<file path="src/rtl/lc3_mem_sys.sv">
// LC-3 memory/I-O subsystem: word RAM, keyboard/display registers, program loader.
// Optional define LC3_MCR_EN adds the machine control register at xFFFE.
module lc3_mem_sys #(
  parameter int ADDR_W    = 8,
  parameter bit SKIP_LOAD = 1'b0
) (
  input  logic        clk,
  input  logic        reset,
  input  logic [15:0] mar,
  input  logic [15:0] mdr,
  input  logic        memwe,
  output logic [15:0] memOut,
  output logic        cpu_reset,
  input  logic        ld_valid,
  output logic        ld_ready,
  input  logic [15:0] ld_addr,
  input  logic [15:0] ld_data,
  input  logic        ld_done,
  input  logic        kbd_valid,
  input  logic [7:0]  kbd_data,
  output logic        kbd_ready,
  output logic        disp_valid,
  output logic [7:0]  disp_data,
  input  logic        disp_ready,
  output logic        disp_overrun,
  output logic        halted
);

  localparam logic [1:0] LOAD = 2'd0;
  localparam logic [1:0] RUN  = 2'd1;
`ifdef LC3_MCR_EN
  localparam logic [1:0] HALT = 2'd2;
`endif

  localparam logic [16:0] DEPTH = 17'(2 ** ADDR_W);

  localparam logic [15:0] KBSR_A = 16'hFE00;
  localparam logic [15:0] KBDR_A = 16'hFE02;
  localparam logic [15:0] DSR_A  = 16'hFE04;
  localparam logic [15:0] DDR_A  = 16'hFE06;
  localparam logic [15:0] MCR_A  = 16'hFFFE;

  logic [1:0]  state;
  logic [15:0] ram [2**ADDR_W];
  logic        kbsr_rdy;
  logic [7:0]  kbdr;
  logic        kbd_prev;

  logic run, core_wr, mar_ram, ld_wr;
  logic kbd_rd, kbd_cap, ddr_wr;

  assign run     = (state == RUN);
  assign core_wr = run & memwe;
  assign mar_ram = ({1'b0, mar} < DEPTH);
  assign ld_wr   = ld_valid & ld_ready & ({1'b0, ld_addr} < DEPTH);
  // A held MAR on KBDR is one read; only the first matching cycle counts.
  assign kbd_rd  = (mar == KBDR_A) & ~kbd_prev;
  assign kbd_cap = run & ~kbsr_rdy & kbd_valid & ~kbd_rd;
  assign ddr_wr  = core_wr & (mar == DDR_A);

  assign ld_ready  = (state == LOAD);
  assign cpu_reset = (state != RUN);
`ifdef LC3_MCR_EN
  assign halted = (state == HALT);
`else
  assign halted = 1'b0;
`endif

  always_ff @(posedge clk) begin
    if (reset) begin
      state <= SKIP_LOAD ? RUN : LOAD;
    end else if (state == LOAD && ld_done) begin
      state <= RUN;
`ifdef LC3_MCR_EN
    end else if (core_wr && mar == MCR_A && !mdr[15]) begin
      state <= HALT;
`endif
    end
  end

  always_ff @(posedge clk) begin
    if (ld_wr)
      ram[ld_addr[ADDR_W-1:0]] <= ld_data;
    else if (core_wr && mar_ram)
      ram[mar[ADDR_W-1:0]] <= mdr;
  end

  always_ff @(posedge clk) begin
    if (reset) begin
      kbsr_rdy  <= 1'b0;
      kbdr      <= 8'h00;
      kbd_prev  <= 1'b0;
      kbd_ready <= 1'b0;
    end else begin
      kbd_prev  <= (mar == KBDR_A);
      kbd_ready <= kbd_cap;
      if (kbd_rd) begin
        kbsr_rdy <= 1'b0;
      end else if (kbd_cap) begin
        kbsr_rdy <= 1'b1;
        kbdr     <= kbd_data;
      end
    end
  end

  // DSR.ready is simply the complement of disp_valid.
  always_ff @(posedge clk) begin
    if (reset) begin
      disp_valid   <= 1'b0;
      disp_data    <= 8'h00;
      disp_overrun <= 1'b0;
    end else begin
      if (disp_valid && disp_ready)
        disp_valid <= 1'b0;
      if (ddr_wr) begin
        if (disp_valid) begin
          disp_overrun <= 1'b1;
        end else begin
          disp_valid <= 1'b1;
          disp_data  <= mdr[7:0];
        end
      end
    end
  end

  always_comb begin
    memOut = 16'h0000;
    unique case (1'b1)
      mar_ram:         memOut = ram[mar[ADDR_W-1:0]];
      (mar == KBSR_A): memOut = {kbsr_rdy, 15'b0};
      (mar == KBDR_A): memOut = {8'h00, kbdr};
      (mar == DSR_A):  memOut = {~disp_valid, 15'b0};
`ifdef LC3_MCR_EN
      (mar == MCR_A):  memOut = {state != HALT, 15'b0};
`endif
      default:         memOut = 16'h0000;
    endcase
  end

endmodule

</file>
<file path="config.mk">
export PLATFORM = sky130hd
export DESIGN_NAME = lc3_mem_sys
export DESIGN_NICKNAME = d
export VERILOG_FILES = /design/src/rtl/lc3_mem_sys.sv
export SDC_FILE = /design/constraint.sdc
export NUM_CORES = 2
export LEC_CHECK = 0
export CORE_UTILIZATION = 50
export DETAILED_ROUTE_END_ITERATION = 10
export MAX_ROUTING_LAYER = met4
export PLACE_DENSITY_LB_ADDON = 0.12
export SLEW_MARGIN = 20
export SYNTH_ARGS = -nofsm -noshare
export SYNTH_HDL_FRONTEND = slang
export SYNTH_SLANG_ARGS = --single-unit
</file>
<file path="constraint.sdc">
create_clock -name clk -period 8.26 [get_ports clk]
set_clock_uncertainty 0.05 [all_clocks]
set_input_delay 1.239 -clock clk [delete_from_list [all_inputs] [get_ports clk]]
set_output_delay 1.239 -clock clk [all_outputs]
set_load 0.05 [all_outputs]
</file>
# Word-level counts from Yosys, hierarchy flattened
# Memories as Yosys holds them, arrays and structs flattened.
# Index checks and enable logic that the tools add are counted.
[word_totals]
reg_bits = 22
ram_bits = 4096
input_bits = 79
output_inout_bits = 30
word_cells = 49
memories = 1
[classes]
order_cmp = 2
eq_ne = 4
n_mux = 12
bitwise = 13
n_reduce_logical = 9
[mem_list]
columns = ["name", "words", "width", "rd", "rd_clocked_by_memory_dff", "write_ports", "line_no", "rtl"]
rows = [
  ["ram", 256, 16, 1, 0, 1, "44", "logic [15:0] ram [2**ADDR_W];"],
]
[op_table]
columns = ["operator", "count"]
rows = [
  ["== test 16 bit (second input constant)", 4],
  ["case mux 16 bit (4 select lines)", 1],
  ["less-than comparator 16 x 9 -> 1 bit (second input constant)", 2],
  ["two-way mux 16 bit", 1],
  ["OR reduction 16 bit", 1],
  ["two-way mux 1 bit", 9],
  ["AND 1 bit", 8],
  ["two-way mux 8 bit", 1],
  ["AND reduction 2 bit", 3],
  ["inverter 1 bit", 5],
  ["logical AND 1 bit", 3],
  ["logical NOT 2 bit", 1],
  ["OR reduction 2 bit", 1],
]

# Logic depth before layout (Yosys ltp)
[logic_depth]
word_depth = 7
mapped_depth = 13
depth_no_buf = 7

# Least setup slack after synthesis
# Ideal clock, no wire load.
[synth_timing]
path_kind = "input -> output"
startpoint = "input mar[1]"
endpoint = "output memOut[12]"
arrival_time_ns = 5.135
required_time_ns = 6.971
slack_ns = 1.836
stages = 11
path_buffers = 4
path_cell_list = "buf_4 -> buf_2 -> buf_4 -> inv_2 -> buf_1 -> nand2_1 -> a31oi_1 -> a21oi_1 -> nand2_1 -> a21oi_1 -> a2111oi_0"
[synth_via]
elab_chain_len = 2
word_cells_on_any_way = 6
classes_between = "1 x order compare; 3 x eq/ne; 1 x mux; 1 x memory"
[synth_lines]
columns = ["item", "line_no", "rtl"]
rows = [
  ["from (decl)", "9", "input logic [15:0] mar,"],
  ["memory (256 x 16 bit) (tied with other cells)", "n/a", ""],
  ["case mux 16 bit (4 select lines) (*)", "128", "unique case (1'b1)"],
  ["to (decl)", "12", "output logic [15:0] memOut,"],
]
# Mark *: on every way between the ends. The rest lies on a longest branch, timed or not.

# Worst setup path after layout
[layout_timing]
startpoint = "input mar[1]"
endpoint = "output memOut[11]"
# The elaborated chain is that of the path after synthesis.

==> flow_metrics.env <==
export IMPL_outcome="finished, violations left"
export IMPL_violations="design-rule violations"
export IMPL_routed_wire_length_per_instance_um=37.3
export IMPL_reported_leakage_power_nw=56.2
export IMPL_htree_num_levels=5
export IMPL_r2r_start="state[0]"
export IMPL_finalCritPeriodShare_pct=89.3
export IMPL_timing_critical_path_required_ns=6.97
export IMPL_grt_use_total_pct=29.5
export IMPL_post_route_min_period_ns=7.38
export IMPL_finalSetupViolations=0
export IMPL_yosys_most_used_dff="edfxtp_1"
export IMPL_synth_edff_count=4096
export IMPL_ys_types=70
export IMPL_power_per_cell_area_mw_per_mm2=243
export IMPL_share_seq_of_total_power_pct=52.3
export IMPL_num_rows=206
export IMPL_drv_cap=0
export IMPL_holdCritPathClass="flip-flop to flip-flop"
export IMPL_cts_hold_buffers_added=0
export IMPL_cp_buffers_inverters=4
export IMPL_synth_async_reset_ratio_pct=0
export IMPL_cts_repair_resized=0
export IMPL_syn_area_per_cell_um2=22.3
export IMPL_synth_simple_gate_area_share_pct=2.10
export IMPL_floorplan_die_height_um=565
export IMPL_dr_pass1_iters=9
export IMPL_pin_count=109
export IMPL_finalHoldViolations=0
export IMPL_clockBufferDepth=4
export IMPL_syn_area_mm2=0.159
export IMPL_vias=79400
export IMPL_areaGrowthSynthToFinish_pct=13.9
export IMPL_path_delay_family="buffers and inverters"
export IMPL_worstMarginPinSlew_ns=1.30
export IMPL_ant_nets=0
export IMPL_ys_warn_count=0
export IMPL_share_of_layout_cells_above_drive_strength_1_pct=28.7
export IMPL_clock_sink_count=4118
export IMPL_fmaxAchievable_mhz=136
export IMPL_synth_ff_latch_count=4118
export IMPL_timing_critical_path_slowest_cell_delay_ns=0.93
export IMPL_grt_setup_unrepaired="no"
export IMPL_effective_utilization_at_floorplan_pct=50.3
export IMPL_setup_slack_after_layout_ns=0.883
export IMPL_netSwitchingFraction_pct=21.6
export IMPL_first_global_vias=78200
export IMPL_num_nets_final=7743
export IMPL_peakVddDrop_mv=0.193
export IMPL_dp_hpwl_um=275000
export IMPL_power_internal_mw=34.5
export IMPL_arrival_ns=6.09
export IMPL_initialDrtViolationCount=10900
export IMPL_cts_post_setup_buffers_inserted=0
export IMPL_worstSetupStartpoint="mar[1]"
export IMPL_power_net_switching_mw=9.48
export IMPL_clkPwrFrac_pct=42.6
export IMPL_port_buffers=107
export IMPL_timing_slew_headroom_pct=12.7
export IMPL_clkTransAtPathRegs_ns=0.06
export IMPL_criticalPathCategory="input pin to output port"
export IMPL_grt_overflow=0
export IMPL_syn_inst=7102
export IMPL_drt_total_wl_um=455000
export IMPL_critical_path_most_common_cell="buf_4"
export IMPL_wire_length_of_the_first_global_routing_pass_um=629000
export IMPL_post_synth_mux_area_share_pct=15.9
export IMPL_share_of_the_synthesized_area_in_compound_gates_ao_oa_aoi_oai_pct=2.53
export IMPL_min_from="kbsr_rdy"
export IMPL_grt_start_max_net_pins=205
export IMPL_critical_path_cell_chain="buf_8 > buf_4 > buf_4 > mux4_2 > a22oi_1 > a21oi_1 > nor4_1 > o22ai_1 > o31a_1 > buf_12"
export IMPL_timing_setup_tns_ns=0
export IMPL_tritoncts_clock_tree="built"
export IMPL_p_comb_share_pct=5.1
export IMPL_num_fill_cells=23000
export IMPL_clk_root_buffer_cell="clkbuf_16"
export IMPL_crit_path_end_kind="output port"
export IMPL_synth_seq_area_share_pct=77.9
export IMPL_gp_congestion=0.895
export IMPL_insertion_delay_ns=0.95
export IMPL_xor_xnor_share_of_the_synthesized_area_pct=0
export IMPL_crit_path_max_fo=61
export IMPL_start_kind="input pin"
export IMPL_placement_setup_worst_slack_ns=0.902
export IMPL_chipWidth_um=565
export IMPL_critical_path_slowest_cell="nor4_1"
export IMPL_grt_antenna_before_repair=16
export IMPL_synth_adder_area_share_pct=0
export IMPL_core_area_mm2=0.315
export IMPL_drc=2
export IMPL_tritoncts_num_buffers=420
export IMPL_finalMaxSlewViolations=0
export IMPL_total_die_area_mm2=0.319
export IMPL_routed_via_density=6.51
export IMPL_synthesis_nets=7181
export IMPL_main_combinational_cell_family_by_area_after_synthesis="multiplexers"
[final timing paths]
check	cells after the start	endpoint	slack (ns)
setup / recovery	10	memOut[11]	0.88
hold / removal	1	kbd_ready	0.43
setup reg to reg	9	ram[87][5]	3.19
hold reg to reg	1	kbd_ready	0.43
[synth_stat cells (17+ instances only)]
cell type | number | area (µm²)
a21oi_1 | 113 | 566
a221oi_1 | 35 | 307
a22o_1 | 34 | 298
a22oi_1 | 152 | 1140
a31oi_1 | 24 | 150
buf_1 | 28 | 105
buf_2 | 117 | 586
buf_4 | 48 | 360
buf_6 | 66 | 743
clkbuf_1 | 137 | 514
dfxtp_1 | 22 | 440
edfxtp_1 | 4096 | 123000
mux2i_1 | 135 | 1350
mux4_2 | 1053 | 23700
nand2_1 | 254 | 953
nand3_1 | 46 | 230
nor2_1 | 334 | 1250
nor3_1 | 26 | 130
nor4_1 | 21 | 131
o21ai_0 | 46 | 230
o22ai_1 | 68 | 425
or3_1 | 17 | 106
[state kept, by name (all words and copies together), names as in the netlist]
signal        cells
ram            4096
disp_data         8
kbdr              8
disp_overrun      1
disp_valid        1
kbd_prev          1
kbd_ready         1
kbsr_rdy          1
state             1
[kinds of logic (layout without fill, tap and decap cells)]
| family | count (synthesis) | count (layout) |
|---|---|---|
| AND/OR/NAND/NOR | 779 | 779 |
| AO/OA/AOI/OAI | 584 | 584 |
| multiplexers | 1202 | 1202 |
| buffers and inverters | 418 | 1331 |
| flip-flops | 4118 | 4118 |
| other | 1 | 12 |
[layout make-up]
type                            count  area (µm²)  share of cell area (%)
Antenna cell                       11        27.5                  0.0152
Clock inverter                    246        2390                    1.33
Multi-Input combinational cell   2566       33200                    18.4
Timing Repair Buffer              546        5200                    2.88
Tap cell                         4160        5200                    2.88
Inverter                           12        52.6                  0.0291
Sequential cell                  4118      123000                    68.3
Clock buffer                      527       11100                    6.12
[layout by cell type (no fill, tap or decap), types with 14 or more instances in the layout]
| cell type | Yosys | final |
|---|---|---|
| nand2_1 | 254 | 236 |
| a31oi_1 | 24 | 24 |
| nor2_1 | 334 | 205 |
| mux2_2 | 14 | 14 |
| nor3_1 | 26 | 22 |
| nand2_4 | 0 | 15 |
| nand3_1 | 46 | 45 |
| bufinv_16 | 0 | 41 |
| clkdlybuf4s50_1 | 0 | 84 |
| mux2i_1 | 135 | 135 |
| a22oi_1 | 152 | 152 |
| o22ai_1 | 68 | 68 |
| a221oi_1 | 35 | 35 |
| nor4_1 | 21 | 18 |
| or2_2 | 15 | 15 |
| buf_12 | 5 | 67 |
| buf_4 | 48 | 387 |
| clkinv_1 | 2 | 101 |
| clkbuf_16 | 0 | 427 |
| a211oi_1 | 16 | 16 |
| dfxtp_1 | 22 | 22 |
| o21ai_1 | 16 | 18 |
| o21ai_0 | 46 | 44 |
| a22o_1 | 34 | 34 |
| mux4_2 | 1053 | 1053 |
| edfxtp_1 | 4096 | 4096 |
| nor2_2 | 0 | 106 |
| a21oi_1 | 113 | 113 |
| nor2_4 | 0 | 23 |
| clkinv_2 | 0 | 71 |
| clkbuf_1 | 137 | 100 |
[power groups by stage]
stage          sequential (mW)  combinational (mW)  clock [mW]
2_1_floorplan             23.5                1.23           0
3_3_place_gp              23.4                2.21           0
3_5_place_dp              23.4                2.24           0
4_1_cts                   23.0                2.24        18.9
5_1_grt                   23.0                2.32        19.7
6_report                  23.0                2.25        18.7
[routing by layer]
metal  GRT usage [%]  part of all wire (%)
met5               -                     0
met4            10.3                   4.2
met3            5.44                   9.0
met2            44.4                    47
met1            40.8                    40
[per-stage QoR]
step	area (µm²)	util, %	hold WS (ns)	std cells	total power, mW
global route	181000	57.3	0.451	12200	45.0
CTS	180000	57.3	0.426	12200	44.1
floorplan	159000	-	0.382	7102	24.7
detailed placement	167000	53.0	0.424	11400	25.7
global placement	167000	53.0	0.409	11400	25.6
finish	181000	57.3	0.432	12200	44.0
No activity file was read; power rests on OpenSTA's default activity.
